File: src/rtl/jtag_types_pkg.sv
// Shared JTAG instruction definitions used by the IR and the instruction decoder.
package jtag_types_pkg;

  localparam int unsigned IR_WIDTH = 5;

  typedef logic [IR_WIDTH-1:0] instruction_t;

  typedef enum logic [IR_WIDTH-1:0] {
    EXTEST         = 5'b00000,
    IDCODE         = 5'b00001,
    SAMPLE_PRELOAD = 5'b00010,
    AHB            = 5'b01000,
    BYPASS         = 5'b11111
  } opcode_e;

  // LSBs 2'b01 are mandatory for the capture value of any IR.
  localparam instruction_t CAPTURE_PATTERN_DEFAULT = 5'b00001;

  // True when the opcode is one the decoder implements.
  function automatic logic is_legal_opcode(input instruction_t op);
    logic legal;
    legal = 1'b0;
    case (op)
      EXTEST, IDCODE, SAMPLE_PRELOAD, AHB, BYPASS: legal = 1'b1;
      default:                                     legal = 1'b0;
    endcase
    return legal;
  endfunction

endpackage

File: src/rtl/jtag_instruction_register.sv
// JTAG instruction register: capture/shift stage plus held, legalised instruction.
module jtag_instruction_register
  import jtag_types_pkg::*;
#(
  parameter int unsigned  IR_WIDTH        = jtag_types_pkg::IR_WIDTH,
  parameter instruction_t CAPTURE_PATTERN = CAPTURE_PATTERN_DEFAULT
) (
  input  logic         TCK,
  input  logic         TRST,
  input  logic         TDI,
  input  logic         tlr,
  input  logic         capture_ir,
  input  logic         shift_ir,
  input  logic         update_ir,
  output instruction_t parallel_out,
  output logic         ir_tdo,
  output logic         instr_updated,
  output logic         illegal_opcode
);

  logic [IR_WIDTH-1:0] shift_q;
  instruction_t        hold_q;
  logic                instr_updated_q;
  logic                illegal_q;

  // Shift stage: capture has priority over shift; test-logic-reset overrides both.
  always_ff @(posedge TCK or posedge TRST) begin
    if (TRST) begin
      shift_q <= CAPTURE_PATTERN;
    end else if (tlr) begin
      shift_q <= CAPTURE_PATTERN;
    end else if (capture_ir) begin
      shift_q <= CAPTURE_PATTERN;
    end else if (shift_ir) begin
      shift_q <= {TDI, shift_q[IR_WIDTH-1:1]};
    end
  end

  // Held instruction: only Update-IR, test-logic-reset or TRST may change it.
  always_ff @(posedge TCK or posedge TRST) begin
    if (TRST) begin
      hold_q          <= IDCODE;
      instr_updated_q <= 1'b0;
      illegal_q       <= 1'b0;
    end else if (tlr) begin
      hold_q          <= IDCODE;
      instr_updated_q <= 1'b0;
      illegal_q       <= 1'b0;
    end else if (update_ir) begin
      instr_updated_q <= 1'b1;
      if (is_legal_opcode(instruction_t'(shift_q))) begin
        hold_q    <= instruction_t'(shift_q);
        illegal_q <= 1'b0;
      end else begin
        hold_q    <= BYPASS;
        illegal_q <= 1'b1;
      end
    end else begin
      instr_updated_q <= 1'b0;
    end
  end

  assign parallel_out   = hold_q;
  assign ir_tdo         = shift_q[0];
  assign instr_updated  = instr_updated_q;
  assign illegal_opcode = illegal_q;

endmodule

File: config.mk
export PLATFORM = sky130hd
export DESIGN_NAME = jtag_instruction_register
export DESIGN_NICKNAME = d
export VERILOG_FILES = /design/src/rtl/jtag_types_pkg.sv /design/src/rtl/jtag_instruction_register.sv
export SDC_FILE = /design/constraint.sdc
export NUM_CORES = 1
export LEC_CHECK = 0
export ABC_AREA = 1
export CORE_AREA = 2 2 39 41
export CTS_BUF_LIST = sky130_fd_sc_hd__clkbuf_2
export CTS_CLUSTER_SIZE = 10
export DETAILED_ROUTE_END_ITERATION = 7
export DIE_AREA = 0 0 41 43
export PLACE_DENSITY_LB_ADDON = 0.08
export SYNTH_ARGS = -nofsm -noshare
export SYNTH_HDL_FRONTEND = slang
export SYNTH_SLANG_ARGS = --single-unit
File: constraint.sdc
create_clock -name TCK -period 1 [get_ports TCK]
set_clock_uncertainty 0.05 [all_clocks]
set_input_delay 0.3 -clock TCK [delete_from_list [all_inputs] [get_ports TCK]]
set_output_delay 0.3 -clock TCK [all_outputs]
set_load 0.02 [all_outputs]
==> results by group <==
Status
  • Status: complete, but fails checks
  • Failing checks: setup timing

Power and ir drop
  • Power, Total: ~1.0 mW
  • Pleak: 0.463 nW
  • Peak supply drop: ~0.73 mV
  • PD cells: 1160 mW/mm²

Synth
  • Post-synth ARST share: 100%
  • Post-synth top flop: dfrtp_1
  • Synthesized area per cell: approximately 8.6 µm²
  • Syn Nets: slightly below 70
  • Yosys top cell by area: dfrtp_1
  • Syn. warnings: 0
  • Post-Syn Instances: 61
  • Largest family of logic cells by synthesized area: simple AND/OR/NAND/NOR gates
  • Yosys top cell area share: 47.5%
  • Adder-cell share of the synthesized area: 0%
  • EDFF count, synth: 0
  • Cell Area, Synth: between 500 and 600 µm²
  • Synth Area in XOR/XNOR: 0%
  • Part of the Yosys area used for sequential elements: between 50 and 60%
  • Post-synth cell types: 14
  • Post-Synth Simple-Gate Area: 29.7%
  • Top post-synthesis cells by area: dfrtp_1, dfstp_2, nand2_1
  • Compound-Gate Fraction of Synth Area: 7.84%
  • Register bit count reported by yosys: 12
  • Multiplexer share of the synthesized area: 0%
  • Synth cell count leaders: nand2_1, nor2_1, dfrtp_1

Setup path
  • Crit-path max cell delay: 0.56 ns
  • Flop2flop setup slack: -0.19 ns
  • Crit Path Category: reg -> out
  • Worst R2R End: parallel_out[3]
  • CP Buf/Inv Count: 1
  • Reg-to-Reg Start: shift_q[0]
  • Critical path's slowest cell: dfstp_2
  • Crit path max fanout: 2
  • Crit path depth: 1
  • Worst-case reg-to-reg path depth: 6
  • Setup crit end: ir_tdo
  • WP data arrival: just over 0.9 ns
  • Top Family by Delay on Critical Path: flip-flops
  • Worst setup SP type: flip-flop
  • Critical-path cell list: buf_6
  • Crit end category: output port
  • Worst Path Required: 0.65 ns
  • CP Launch Point: shift_q[0]

Detailed routing
  • Iter 0 DRT Violations: 10
  • Vias per inst: 4.53
  • DR WL/cell: roughly 10 µm
  • DR DRC count: 0
  • Via count: 494
  • Drt pass-1 iters: 4
  • Total Routed Length: between 1000 and 1500 µm
  • Antenna Nets Post-Route: 0

Floorplan
  • Initial Util: 38.1%
  • Die width: 41 µm
  • Die Area: 0.00176 mm²
  • Ports: 15
  • Chip height: 43 µm
  • Num rows: 14
  • Core Box Area: around 0.0014 mm²

Global routing
  • Congestion Overflow GR: 0
  • Pin count of the biggest net entering global routing: 13
  • Global Route Usage Sum: ~18%
  • Initial antenna violation count: 0
  • Global-route wire length before repair: between 2000 and 2500 µm
  • Vias in the first global route: 511

Final layout
  • Final non-filler cell area: 856 µm²
  • Share of cells above drive strength 1: around 41%
  • Net count, final: 101
  • P&R area growth vs syn: 62.5%
  • Ant diodes: 0
  • Fill cells: 134

Timing
  • Least-Margin Pin Slew: 0.270 ns
  • # setup viols final: 15
  • Slack of the critical path: -0.277 ns
  • Total negative slack: -2.42 ns
  • RSZ-0062 raised after global routing: true
  • Fin crit share: 128%
  • Fin. Hold Viols: 0
  • Fin. max-slew vios: 0
  • Final min period: 1.28 ns
  • Slew margin rel.: 82.0%
  • Worst hold slack: 0.277 ns
  • Max frequency: between 700 and 800 MHz

Hold path
  • Hold Crit Class: in -> async

Clock network
  • CTS Hold Bufs: 0
  • Clock-pin slew on the worst setup and hold paths: 0.12 ns
  • Total clock sinks: 12
  • Max Root-Sink Buffers: 2
  • TritonCTS buffer count: 3
  • Clk_lat worst skew: ~0.26 ns
  • H-Tree Level Count: 1
  • TritonCTS clock tree: done
  • Root buffer cell: clkbuf_2

Placement
  • Worst slack, placed: -0.457 ns
  • Placed cell areas: just under 800 µm²
  • HPWL Detailed: 840 µm
  • Port Buffers: 14
  • GP Congestion: 0.712

Job
  • MaxCap Viol Count: 0
==> cell usage in the layout (no fill, tap or decap), types with 3 or more instances in the layout <==
master and instances:
buf_4 13, buf_6 8, dfrtp_1 10, o21ai_0 3, nand2_1 10, nand3_2 3
nand3_1 5, clkbuf_2 3, nand2_2 3, nor2_1 10, clkdlybuf4s50_1 4, inv_1 5
==> sequential cells by signal (all words and copies together) (netlist names) <==
| name | cells |
|---|---|
| parallel_out | 5 |
| shift_q | 5 |
| illegal_opcode | 1 |
| instr_updated | 1 |
==> report_power, final <==
part	total, mW	switching (mW)	internal [mW]
Sequential	0.529	0.0178	0.511
Combinational	0.216	0.102	0.114
Clock	0.251	0.164	0.0869
==> area by class of cell <==
cell class                 count  area (µm²)  area share, %
tap                           16        20.0           2.34
timing repair buffer          28         265           31.0
clock inverter                 1        3.75          0.439
inverter                       7        26.3           3.07
sequential                    12         303           35.4
clock buffer                   3        15.0           1.75
multi-input combinational     42         223           26.0
==> how the worst min path moves through the flow <==
| stage | slack [ns] | start | cells past startpoint | end |
|---|---|---|---|---|
| 5_1_grt | 0.28 | TRST | 3 | shift_q[3] |
| 2_1_floorplan | 0.11 | TRST | 1 | illegal_opcode |
| 6_report | 0.28 | TRST | 3 | shift_q[3] |
| 3_3_place_gp | 0.47 | parallel_out[1] | 2 | parallel_out[1] |
| 3_5_place_dp | 0.48 | parallel_out[1] | 2 | parallel_out[1] |
| 4_1_cts | 0.27 | TRST | 3 | shift_q[3] |
==> per-layer routing <==
metal | track usage (%) | share of wire (%)
met1 | 20.6 | 42
met4 | 12.0 | 1.8
met3 | 4.71 | 3.1
met2 | 28.1 | 53
met5 | 0 | 0
==> tightest hold or removal path, stage by stage <==
cell and delay [ns]:
clkdlybuf4s50_1 0.40, inv_1 0.09, buf_12 0.14
==> kinds of logic after synthesis <==
logic type,Yosys count
AO/OA/AOI/OAI,7
flip-flops,12
buffers and inverters,7
AND/OR/NAND/NOR,35
==> stage by stage <==
| stage | instances | util (%) |
|---|---|---|
| after CTS | 109 | 61.1 |
| after floorplan | 61 | - |
| after detailed placement | 103 | 57.1 |
| after global routing | 109 | 61.8 |
| final | 109 | 61.8 |
| after global placement | 103 | 57.1 |
==> timing repair <==
| action | CTS | global route |
|---|---|---|
| resized for setup | 55 | 3 |
| pin swaps | 4 | 4 |
| setup endpoints to repair | 20 | 18 |
| hold endpoints to repair | 0 | 0 |
| buffers inserted | 2 | 0 |
No activity file was read; power rests on OpenSTA's default activity.
